`config.mk`:
```
export PLATFORM = sky130hd
export DESIGN_NAME = chi_rxflit_buf
export DESIGN_NICKNAME = d
export VERILOG_FILES = /design/src/rtl/chi_rxflit_buf.sv
export SDC_FILE = /design/constraint.sdc
export NUM_CORES = 2
export LEC_CHECK = 0
export CORE_ASPECT_RATIO = 0.7
export CORE_MARGIN = 2
export CORE_UTILIZATION = 63
export DETAILED_ROUTE_END_ITERATION = 6
export PLACE_DENSITY = 0.81
export RECOVER_POWER = 25
export REMOVE_ABC_BUFFERS = 1
export SYNTH_ARGS = -nofsm -noshare
export SYNTH_HDL_FRONTEND = slang
export SYNTH_SLANG_ARGS = --single-unit
```
`constraint.sdc`:
```
create_clock -name clk -period 20.6 [get_ports clk]
set_clock_uncertainty 0.1 [all_clocks]
set_input_delay 3.09 -clock clk [delete_from_list [all_inputs] [get_ports clk]]
set_output_delay 3.09 -clock clk [all_outputs]
set_load 0.1 [all_outputs]
```
`src/rtl/chi_rxflit_buf.sv`:
```
// Credit-managed receive flit buffer for one CHI RX channel.
// Flits arrive under link-layer credit control; the host reads the head flit word by word and pops it.
module chi_rxflit_buf #(
  parameter int    FLIT_WIDTH = 128,
  parameter int    RWIDTH     = 32,
  parameter int    DEPTH_LOG2 = 4,
  parameter int    CREDITS    = 15,
  parameter string OREG       = "TRUE",
  localparam int   NW         = FLIT_WIDTH / RWIDTH,
  localparam int   WSEL       = (NW > 1) ? $clog2(NW) : 1
) (
  input  logic                  clk,
  input  logic                  rst,
  input  logic                  flit_valid,
  input  logic [FLIT_WIDTH-1:0] flit,
  output logic                  lcrd_v,
  input  logic                  rd_en,
  input  logic [WSEL-1:0]       rd_word,
  output logic [RWIDTH-1:0]     rd_data,
  output logic                  rd_valid,
  input  logic                  pop,
  output logic [DEPTH_LOG2:0]   count,
  output logic                  empty,
  output logic                  err_ovf,
  output logic                  err_udf,
  input  logic                  err_clr
);

  localparam int DEPTH = 1 << DEPTH_LOG2;
  localparam int CNT_W = DEPTH_LOG2 + 1;
  localparam logic [CNT_W:0] CRED_LIM = (CNT_W + 1)'(CREDITS);
  localparam bit USE_OREG = (OREG == "TRUE");

  // Word extraction; an index past the last word of the flit yields zero.
  function automatic logic [RWIDTH-1:0] word_sel(input logic [FLIT_WIDTH-1:0] f,
                                                 input logic [WSEL-1:0] idx);
    logic [RWIDTH-1:0] w;
    w = '0;
    for (int i = 0; i < NW; i++)
      if (idx == WSEL'(i)) w = f[i*RWIDTH +: RWIDTH];
    return w;
  endfunction

  logic [FLIT_WIDTH-1:0] mem [DEPTH];
  logic [DEPTH_LOG2-1:0] wptr;
  logic [DEPTH_LOG2-1:0] rptr;
  logic [CNT_W-1:0]      cred_out;
  logic                  accept;
  logic                  pop_ok;
  logic                  lcrd_next;
  logic                  vld_p1;
  logic [RWIDTH-1:0]     rd_data_p1;

  assign accept    = flit_valid && (cred_out != '0);
  assign pop_ok    = pop && (count != '0);
  // Stored flits still occupy their credit, so a slot is re-advertised only once popped.
  assign lcrd_next = ({1'b0, cred_out} + {1'b0, count}) < CRED_LIM;
  assign empty     = (count == '0);

  always_ff @(posedge clk) begin
    if (rst) begin
      wptr     <= '0;
      rptr     <= '0;
      count    <= '0;
      cred_out <= '0;
      lcrd_v   <= 1'b0;
      err_ovf  <= 1'b0;
      err_udf  <= 1'b0;
    end else begin
      lcrd_v <= lcrd_next;
      case ({lcrd_next, accept})
        2'b10:   cred_out <= cred_out + CNT_W'(1);
        2'b01:   cred_out <= cred_out - CNT_W'(1);
        default: cred_out <= cred_out;
      endcase
      case ({accept, pop_ok})
        2'b10:   count <= count + CNT_W'(1);
        2'b01:   count <= count - CNT_W'(1);
        default: count <= count;
      endcase
      if (accept) wptr <= wptr + DEPTH_LOG2'(1);
      if (pop_ok) rptr <= rptr + DEPTH_LOG2'(1);
      // A new error event in the same cycle as a clear keeps the flag set.
      err_ovf <= (err_ovf && !err_clr) || (flit_valid && (cred_out == '0));
      err_udf <= (err_udf && !err_clr) || ((pop || rd_en) && (count == '0));
    end
  end

  always_ff @(posedge clk) begin
    if (accept) mem[wptr] <= flit;
  end

  // Stage p0 -> p1: sample the current head before any same-cycle pop takes effect.
  always_ff @(posedge clk) begin
    if (rst) begin
      vld_p1     <= 1'b0;
      rd_data_p1 <= '0;
    end else begin
      vld_p1 <= rd_en;
      if (rd_en) rd_data_p1 <= (count != '0) ? word_sel(mem[rptr], rd_word) : '0;
    end
  end

  generate
    if (USE_OREG) begin : g_oreg
      logic              vld_p2;
      logic [RWIDTH-1:0] rd_data_p2;

      // Stage p1 -> p2: optional output register.
      always_ff @(posedge clk) begin
        if (rst) begin
          vld_p2     <= 1'b0;
          rd_data_p2 <= '0;
        end else begin
          vld_p2 <= vld_p1;
          if (vld_p1) rd_data_p2 <= rd_data_p1;
        end
      end

      assign rd_valid = vld_p2;
      assign rd_data  = rd_data_p2;
    end else begin : g_noreg
      assign rd_valid = vld_p1;
      assign rd_data  = rd_data_p1;
    end
  endgenerate

endmodule

```
==> out/qor.yml <==
route:
  ant_nets: 0
  wl_per_cell_um: 33.6
  first_iter_violations: 5833
  wl_um: 201000
  viasPerCell: 6.92
  dr.pass1.iters: 5
  drc: 0
  num_vias: 41300
power:
  p_leak_nw: 28.1
  power_density_mw_per_mm2: 107
  ir_drop_mv: 0.0854
  fin_total_pwr_mw: 9.84
floorplan:
  core_area_mm2: 0.129
  io_pins: 178
  dieArea_mm2: 0.133
  initial_core_util_pct: 63.7
  die_w_um: 436
  die_h_um: 306
  num_rows: 110
placement:
  numPortBuffers: 177
  placed_area_mm2: 0.0857
  gp_congestion: 0.787
  dp_hpwl_um: 97000
clocking:
  cts_setup_buffers: 0
  insertion_delay_ps: 820
  clockRootBuffer: "clkbuf_16"
  cts_tree: "built"
  clock_path_buffers: 3
  cts_max_level: 4
  clock-sinks: 2139
  postCtsHoldBufs: 0
  cts_buffers: 183
  ctsResizeCount: 0
  cts.clk_slew.worst_paths_ps: 60
layout:
  drive_gt1_share_pct: 20.4
  final_common_cell: "edfxtp_1"
  layout_common_cells: "edfxtp_1 (2,048), mux4_2 (441), mux2i_1 (255)"
  nets: 4219
  syn_to_final_growth_pct: 11.8
  fill_cells: 7132
  final_cell_area_mm2: 0.0918
setup_path:
  cp_slowest_stage_delay_ps: 860
  cpMaxStageDelayCell: "buf_4"
  start_kind: "input pin"
  crit_family: "buffers and inverters"
  crit_buf_inv: 4
  worstPathArrival_ps: 7030
  cp_cell_sequence: "clkdlybuf4s50_1 > nor2b_1 > nand2_1 > nor2_4 > buf_4 > buf_4 > buf_4"
  critPathCaptureType: "flip-flop"
  criticalPathCategory: "input pin to flip-flop"
  crit_top_cell: "buf_4"
  cp_max_fo: 47
  worstPathRequired_ps: 20920
global_route:
  track_usage_pct: 30.5
  antenna_found_initial: 35
  grt_pass1_vias: 41800
  grt_pass1_wl_um: 291000
  grt_max_degree: 130
  gr-total-overflow: 0
logic_synthesis:
  synth_cell_types: 69
  synthTopCellsByArea: "edfxtp_1 (75%), mux4_2 (12%), mux2i_1 (3.1%)"
  synth_edf_count: 2048
  syn_avg_cell_area_um2: 21.4
  ys_seq_elements: 2139
  seq_area_frac_synth_pct: 77.1
  synth_area_mm2: 0.0821
  syn_inst: 3838
  async_reset_ff_share_pct: 0
  ys_warn_count: 0
  synth_top_area_cell: "edfxtp_1"
  synth_flop_cell: "edfxtp_1"
  synth_top_area_share_pct: 74.9
timing:
  period_share_pct: 32.6
  slew_headroom_pct: 16.3
  min_period_ps: 6710
  worstMarginPinSlew_ps: 1260
  rsz0062_at_grt: "no"
  slew_violations: 0
  max_freq_mhz: 149
  hold_viol_final: 0
  setup_viol: 0
outcome:
  outcome: "completed"
run:
  cap_violations: 0
min_path:
  holdCritPathClass: "flip-flop to flip-flop"
==> state kept, by name, summed over array words and instances (netlist names), named ones only <==
| signal | count |
|---|---|
| wptr | 4 |
| err_ovf | 1 |
| rd_valid | 1 |
| cred_out | 5 |
| lcrd_v | 1 |
| vld_p1 | 1 |
| mem | 2048 |
| err_udf | 1 |
| rd_data_p1 | 32 |
| rd_data | 32 |
| rptr | 4 |
| count | 5 |
==> path summary, 6_finish.rpt <==
kind	from	end	slack [ps]	cells after the start
hold reg to reg	rd_data_p1[17]	rd_data_p1[17]	350	2
hold / removal	rd_data_p1[17]	rd_data_p1[17]	350	2
setup reg to reg	flip-flop	rd_data_p1[5]	14940	8
setup / recovery	flit_valid	mem[8][110]	13890	7
==> final cells by class <==
class                      instances  area, um^2  area share (%)
inverter                          13        53.8          0.0586
timing repair buffer             257        2570            2.80
clock inverter                    80         737           0.803
multi-input combinational       1468       17600            19.2
sequential                      2139       63300            69.0
clock buffer                     264        5300            5.78
tap                             1736        2170            2.37
antenna                           16        40.0          0.0436
==> power by group <==
part	leakage, nW	total [mW]	internal (mW)	switching, mW
Sequential	19.2	5.01	4.93	0.0850
Clock	2.97	3.47	1.94	1.53
Combinational	5.91	1.36	0.564	0.796
Total	28.1	9.84	7.43	2.41
==> tightest hold or removal path, cell delays in order (launching register included) <==
cell,delay (ps)
dfxtp_1,310
nand2_1,50
o21ai_1,50
==> cell usage after synthesis (5+ instances only) <==
library cell  instances
edfxtp_1           2048
mux4_2              441
mux2i_1             255
nor2_1              111
nand2_1             103
dfxtp_1              91
clkbuf_1             73
a21oi_1              70
buf_2                68
o22ai_1              57
o21ai_0              35
mux2_2               34
o221ai_1             34
a31oi_1              32
buf_4                32
buf_6                31
a221oi_1             23
o21ai_1              22
and2_1               21
nand3_1              21
ha_1                 18
nor2b_1              18
nand2b_1             16
a22oi_1              14
inv_1                12
nor3_1               11
o211ai_1             10
xor2_1               10
a211oi_1              9
buf_1                 9
o2111ai_1             8
a32oi_1               7
mux4_1                7
a22o_1                6
a311oi_1              6
nand4_1               6
a21o_1                5
a32o_1                5
buf_8                 5
o31ai_1               5
==> kinds of logic (layout without fill, tap and decap cells) <==
logic type | Yosys count | after routing | share of synthesized area (%)
compound gates | 372 | 372 | 3.06
xor+xnor | 14 | 14 | 0.149
fa+ha+maj | 22 | 22 | 0.360
buf+inv | 231 | 614 | 1.66
flops | 2139 | 2139 | 77.1
mux | 739 | 739 | 15.9
other cells | 0 | 16 | 0
simple gates | 321 | 321 | 1.76
==> metal layers <==
metal | global-route usage (%) | vias up | share of wire, %
met4 | 11.3 | 16 | 3.7
met2 | 48.7 | 2780 | 49
met5 | 0 | - | 0.057
met3 | 6.14 | 445 | 11
li1 | - | 16500 | -
met1 | 42.6 | 21600 | 36
==> per-stage QoR <==
| stage | worst slack (ps) | setup TNS, ps | hold WS (ps) | cells | util, % |
|---|---|---|---|---|---|
| floorplan | -3210 | -89740 | 322 | 3620 | - |
| global placement | 13040 | 0 | 339 | 5613 | 66.5 |
| detailed placement | 13090 | 0 | 346 | 5613 | 66.5 |
| CTS | 13930 | 0 | 355 | 5957 | 71.2 |
| global route | 13710 | 0 | 366 | 5970 | 71.2 |
| finish | 13890 | 0 | 352 | 5973 | 71.2 |
(Power assumes the default switching activity.)
